$ cat src/rtl/tnoc_vc_input_buffer.sv
// tnoc_vc_input_buffer: per-VC FWFT flit FIFOs behind a shared-bus valid/ready port.
module tnoc_vc_input_buffer #(
  parameter int CHANNELS            = 2,
  parameter int DEPTH               = 4,
  parameter int FLIT_WIDTH          = 64,
  parameter int AVAILABLE_THRESHOLD = 2
) (
  input  logic                           clk,
  input  logic                           rst_n,
  input  logic [CHANNELS-1:0]            i_valid,
  output logic [CHANNELS-1:0]            o_ready,
  input  logic [FLIT_WIDTH-1:0]          i_flit,
  output logic [CHANNELS-1:0]            o_vc_available,
  output logic [CHANNELS-1:0]            o_valid,
  input  logic [CHANNELS-1:0]            i_ready,
  output logic [CHANNELS*FLIT_WIDTH-1:0] o_flit,
  output logic                           o_protocol_error
);
  localparam int CW = $clog2(DEPTH + 1);
  localparam int PW = $clog2(DEPTH);
  logic [CHANNELS-1:0] w_not_full, w_first, w_push, w_pop;
  logic                r_error;
  // Isolate the lowest asserted i_valid bit; only that channel may be accepted.
  assign w_first          = i_valid & (~i_valid + CHANNELS'(1));
  assign o_ready          = w_not_full & (w_first | ~i_valid);
  assign w_push           = i_valid & o_ready;
  assign w_pop            = o_valid & i_ready;
  assign o_protocol_error = r_error;
  always_ff @(posedge clk or negedge rst_n) begin
    if (!rst_n) r_error <= 1'b0;
    else        r_error <= r_error | ((i_valid & (i_valid - CHANNELS'(1))) != '0);
  end
  for (genvar g = 0; g < CHANNELS; g++) begin : g_ch
    logic [FLIT_WIDTH-1:0] r_mem [DEPTH];
    logic [PW-1:0]         r_wptr, r_rptr;
    logic [CW-1:0]         r_count;
    always_ff @(posedge clk) begin
      if (w_push[g]) r_mem[r_wptr] <= i_flit;
    end
    always_ff @(posedge clk or negedge rst_n) begin
      if (!rst_n) begin
        r_wptr  <= '0;
        r_rptr  <= '0;
        r_count <= '0;
      end else begin
        if (w_push[g]) r_wptr <= r_wptr + PW'(1);
        if (w_pop[g])  r_rptr <= r_rptr + PW'(1);
        r_count <= r_count + CW'(w_push[g]) - CW'(w_pop[g]);
      end
    end
    assign w_not_full[g]     = r_count != CW'(DEPTH);
    assign o_valid[g]        = r_count != '0;
    assign o_vc_available[g] = (CW'(DEPTH) - r_count) >= CW'(AVAILABLE_THRESHOLD);
    assign o_flit[g*FLIT_WIDTH +: FLIT_WIDTH] = r_mem[r_rptr];
  end
endmodule

$ cat config.mk
export PLATFORM = sky130hd
export DESIGN_NAME = tnoc_vc_input_buffer
export DESIGN_NICKNAME = d
export VERILOG_FILES = /design/src/rtl/tnoc_vc_input_buffer.sv
export SDC_FILE = /design/constraint.sdc
export NUM_CORES = 1
export LEC_CHECK = 0
export BUFFER_PORTS_ARGS = -buffer_cell sky130_fd_sc_hd__buf_2
export CORE_MARGIN = 10
export CORE_UTILIZATION = 30
export CTS_CLUSTER_SIZE = 12
export DETAILED_ROUTE_END_ITERATION = 8
export PLACE_DENSITY = 0.51
export SLEW_MARGIN = 40
export SYNTH_ARGS = -nofsm -noshare
export SYNTH_HDL_FRONTEND = slang
export SYNTH_SLANG_ARGS = --single-unit
$ cat constraint.sdc
create_clock -name clk -period 3.75 [get_ports clk]
set_clock_uncertainty 0.05 [all_clocks]
set_input_delay 0.1875 -clock clk [delete_from_list [all_inputs] [get_ports clk]]
set_output_delay 0.1875 -clock clk [all_outputs]
set_load 0.05 [all_outputs]
==> impl.org <==
** Drt
- DRT Wirelength :: 45600 um
- First DRT Iteration DRCs :: 500
- Via density per instance :: 4.47
- After detailed routing, the wire length on met1 is 19600 um.
- The first detailed-routing pass took 6 iterations.
- Detailed routing placed a total of 22300 um of wire on met2.
- Routed length per placed instance :: 23.2 um
- The detailed router used layers up to and including met5.
- Met3 WL :: 2750 um
- Residual antenna-violating net count after detailed routing :: 0
- DRC :: 0
- Vias :: 8785

** Worst setup path
- The startpoint identified for the worst register-to-register timing path is g_ch[1].r_count[1].
- For this run, the slowest stage of the critical path takes 0.83 ns.
- Worst path buffer plus inverter count :: 2
- STA puts the critical path data required time at 3.51 ns.
- Standard cell with the maximum stage delay on the critical path :: sky130_fd_sc_hd__dfrtp_4
- List of cells traversed by the critical path :: buf_4 > mux4_2 > buf_2
- Tracing the worst setup path back leads to its startpoint at g_ch[0].r_rptr[0].
- The worst setup path is launched from a register.
- Endpoint kind of the worst setup timing path :: output port
- Critical Path AT :: 2.68 ns
- Kind of cell with the highest combined delay on the critical path :: flip-flops
- Class of the most critical setup path :: reg2out
- Largest driver fanout on the critical path :: 29

** Pwr
- Pleak :: 0.00797 uW
- Peak VDD IR :: 0.559 mV
- Total power per unit cell area :: 883 nW/um^2
- After layout, the design draws a total of 21100 uW.

** CTS
- Clock buffer depth :: 3
- Post-CTS setup buffer count :: 0
- Htree depth :: 2
- Clock tree from TritonCTS :: built
- Gates resized during post-CTS repair numbered 0.
- The later pin in the worst-skew pair is clocked with a latency of 0.59 ns.
- The root buffer cell chosen for the clock tree is sky130_fd_sc_hd__clkbuf_16.
- Count of hold-fix buffers inserted at cts :: 71
- CTS saw 527 sinks.
- Clock slew seen by the registers of the worst setup and hold paths :: 0.06 ns
- Number of buffers created by CTS :: 53

** STA
- The smallest clock period supported by the final layout is computed as 2.92 ns.
- Derived from the worst setup path, the maximum achievable clock frequency is 342 MHz.
- For the pin with the worst max-slew slack, the measured transition is 0.683 ns.
- Dividing the final minimum period by the clock period gives 0.779.
- Number of slew-limit violations in the final report :: 0
- The number of hold-slack violations in the final timing report was 0.
- Adding up every negative setup slack in the final design gives 0 ns.
- Relative slew slack :: 0.545
- RSZ-0062 raised after global routing :: no
- Setup violations remaining at the end of the flow were counted as 0.

** Layout
- After the flow finishes, the layout carries non-filler instances totaling 1965.
- Multi-input logic area :: 3430 um^2
- Fill cell instance count of the final layout :: 5814
- Leaving out fill and tap cells, the most frequent cell in the layout is sky130_fd_sc_hd__edfxtp_1.
- Most used cells in the layout excluding fill and tap cells :: sky130_fd_sc_hd__edfxtp_1 (512), sky130_fd_sc_hd__buf_2 (205), sky130_fd_sc_hd__mux4_2 (128), sky130_fd_sc_hd__dlygate4sd3_1 (70), sky130_fd_sc_hd__clkbuf_16 (54)
- Synthesis-to-layout area growth :: 23.1%
- Proportion of layout cells with a drive suffix above 1 :: 0.385
- Registers take 15800 um^2.
- Layout Nets :: 1167

** Yosys
- The number of nets in the synthesized netlist is 847.
- Parity-gate share of the synthesized area counting xor and xnor cells :: 0.00451
- The synthesized design spends more area on one cell type than any other, namely sky130_fd_sc_hd__edfxtp_1.
- Instance count of the mapped netlist :: 755
- Share of Yosys cell area claimed by the top area cell type :: 0.791
- Compound-Gate Fraction of Synth Area :: 0.000644
- Syn avg cell area :: 25.7 um^2
- Post-synthesis simple-gate area fraction :: 0.00573
- Post-synthesis instance area :: 19400 um^2
- Post-Synth Adder-Cell Area :: 0.0149
- Ranked by total cell area, the synthesized netlist is headed by sky130_fd_sc_hd__edfxtp_1 (79%), sky130_fd_sc_hd__mux4_2 (15%), sky130_fd_sc_hd__dfrtp_1 (1.9%), sky130_fd_sc_hd__ha_1 (1.3%), sky130_fd_sc_hd__buf_6 (0.58%).
- Synthesis instantiated 21 different standard cells from the library.
- By area, the combinational part of the netlist is dominated by multiplexers.
- Portion of netlist area occupied by mux cells :: 0.149
- Counting flops and latches in the post-synthesis netlist gives 527.
- The Yosys step of the flow raised 0 warnings.
- Sequential area share after synthesis :: 0.810

** GRT
- Global-route wire length before repair :: 66700 um
- Global route total overflow :: 0
- Largest net degree at the start of global routing :: 42
- The initial antenna violation count came to 8.
- Aggregate global-route resource usage :: 0.120
- The number of global-route vias before repair was 9485.

** Place
- In this run, placement finished with an instance count of 1804.
- Hpwl dp :: 29400 um
- Count of input and output buffers :: 204
- The congestion estimate from routability-driven global placement came to 0.733.

** Outcome
- Status :: completed

** Die
- 205 I/O pins were placed.
- After floorplanning, the core was sized to cover 64300 um^2.
- The die is 275 um wide.
- Die H :: 275 um
- The die covers 75400 um^2.
- Site row count :: 93
- The initial utilization of the core area, before any placement, comes to 0.302.

** Run
- Max-cap violations in this run came to 0.

** Worst hold path
- Class of the tightest hold or removal check :: in2async
## per-layer routing
layer  vias to the layer above  global-route usage
met3                        60              0.0296
li1                       3835                   -
met2                       218               0.192
met4                         8              0.0346
met5                         -                   0
met1                      4664               0.159
## metrics by stage
step / utilization / setup WS [ns] / hold WS (ns) / area [um^2]
2_1_floorplan: - / 0.573 / -0.158 / 19400
3_3_place_gp: 0.336 / 1.10 / 0.0751 / 21600
3_5_place_dp: 0.336 / 1.03 / 0.0779 / 21600
4_1_cts: 0.372 / 0.693 / 0.329 / 23900
5_1_grt: 0.372 / 0.631 / 0.0758 / 23900
6_report: 0.372 / 0.828 / 0.0718 / 23900
## registers in the layout (all words and copies together), names as in the netlist
| register | count |
|---|---|
| g_ch.r_wptr | 4 |
| g_ch.r_mem | 512 |
| g_ch.r_rptr | 4 |
| o_protocol_error | 1 |
| g_ch.r_count | 6 |
## power by group
part,switching (uW),total (uW),internal [uW]
combinational,5770,8230,2460
sequential,505,8000,7500
clock,2120,4890,2770
total,8400,21100,12700
## cells in the mapped netlist
library cell / instances
sky130_fd_sc_hd__dfrtp_1: 15
sky130_fd_sc_hd__xor2_1: 2
sky130_fd_sc_hd__a21o_1: 1
sky130_fd_sc_hd__nor2b_1: 3
sky130_fd_sc_hd__inv_1: 17
sky130_fd_sc_hd__nand2_1: 2
sky130_fd_sc_hd__mux2_2: 2
sky130_fd_sc_hd__buf_4: 4
sky130_fd_sc_hd__nor3b_2: 1
sky130_fd_sc_hd__clkbuf_1: 2
sky130_fd_sc_hd__mux4_2: 128
sky130_fd_sc_hd__nand3b_1: 2
sky130_fd_sc_hd__buf_2: 13
sky130_fd_sc_hd__edfxtp_1: 512
sky130_fd_sc_hd__nor2_1: 2
sky130_fd_sc_hd__fa_1: 2
sky130_fd_sc_hd__buf_6: 10
sky130_fd_sc_hd__and2_1: 8
sky130_fd_sc_hd__a21oi_1: 1
sky130_fd_sc_hd__ha_1: 20
sky130_fd_sc_hd__xnor2_1: 8
## worst paths after layout
check                                             to  slack, ns  cells past startpoint
worst max-delay path                      o_flit[25]       0.83                      3
worst min-delay path              g_ch[1].r_count[0]       0.07                      3
min in group clk                g_ch[0].r_mem[2][36]       0.37                      2
worst min register to register     g_ch[0].r_wptr[1]       0.53                      1
max in group asynchronous          g_ch[0].r_rptr[0]       3.27                      3
worst max register to register  g_ch[1].r_mem[2][60]       1.05                      6
## area by class of cell
cell class	instances	share of cell area
timing repair buffer	294	0.0847
multi-input combinational	182	0.143
sequential	527	0.659
clock buffer	72	0.0593
antenna	2	0.000209
tap	855	0.0447
clock inverter	16	0.00622
inverter	17	0.00267
## cell families after synthesis
kind of cell	Yosys count
flip-flops	527
multiplexers	130
buffers and inverters	46
adder cells (fa/ha/maj)	22
AND/OR/NAND/NOR	18
XOR/XNOR	10
AO/OA/AOI/OAI	2
## worst reg2reg max path, delay by kind of cell (launching register included)
kind,cells,cell delay [ns]
AND/OR/NAND/NOR,2,1.13
buffers and inverters,2,0.41
adder cells (fa/ha/maj),2,0.42
flip-flops,1,0.35
Power figures use the tool's default switching activity.
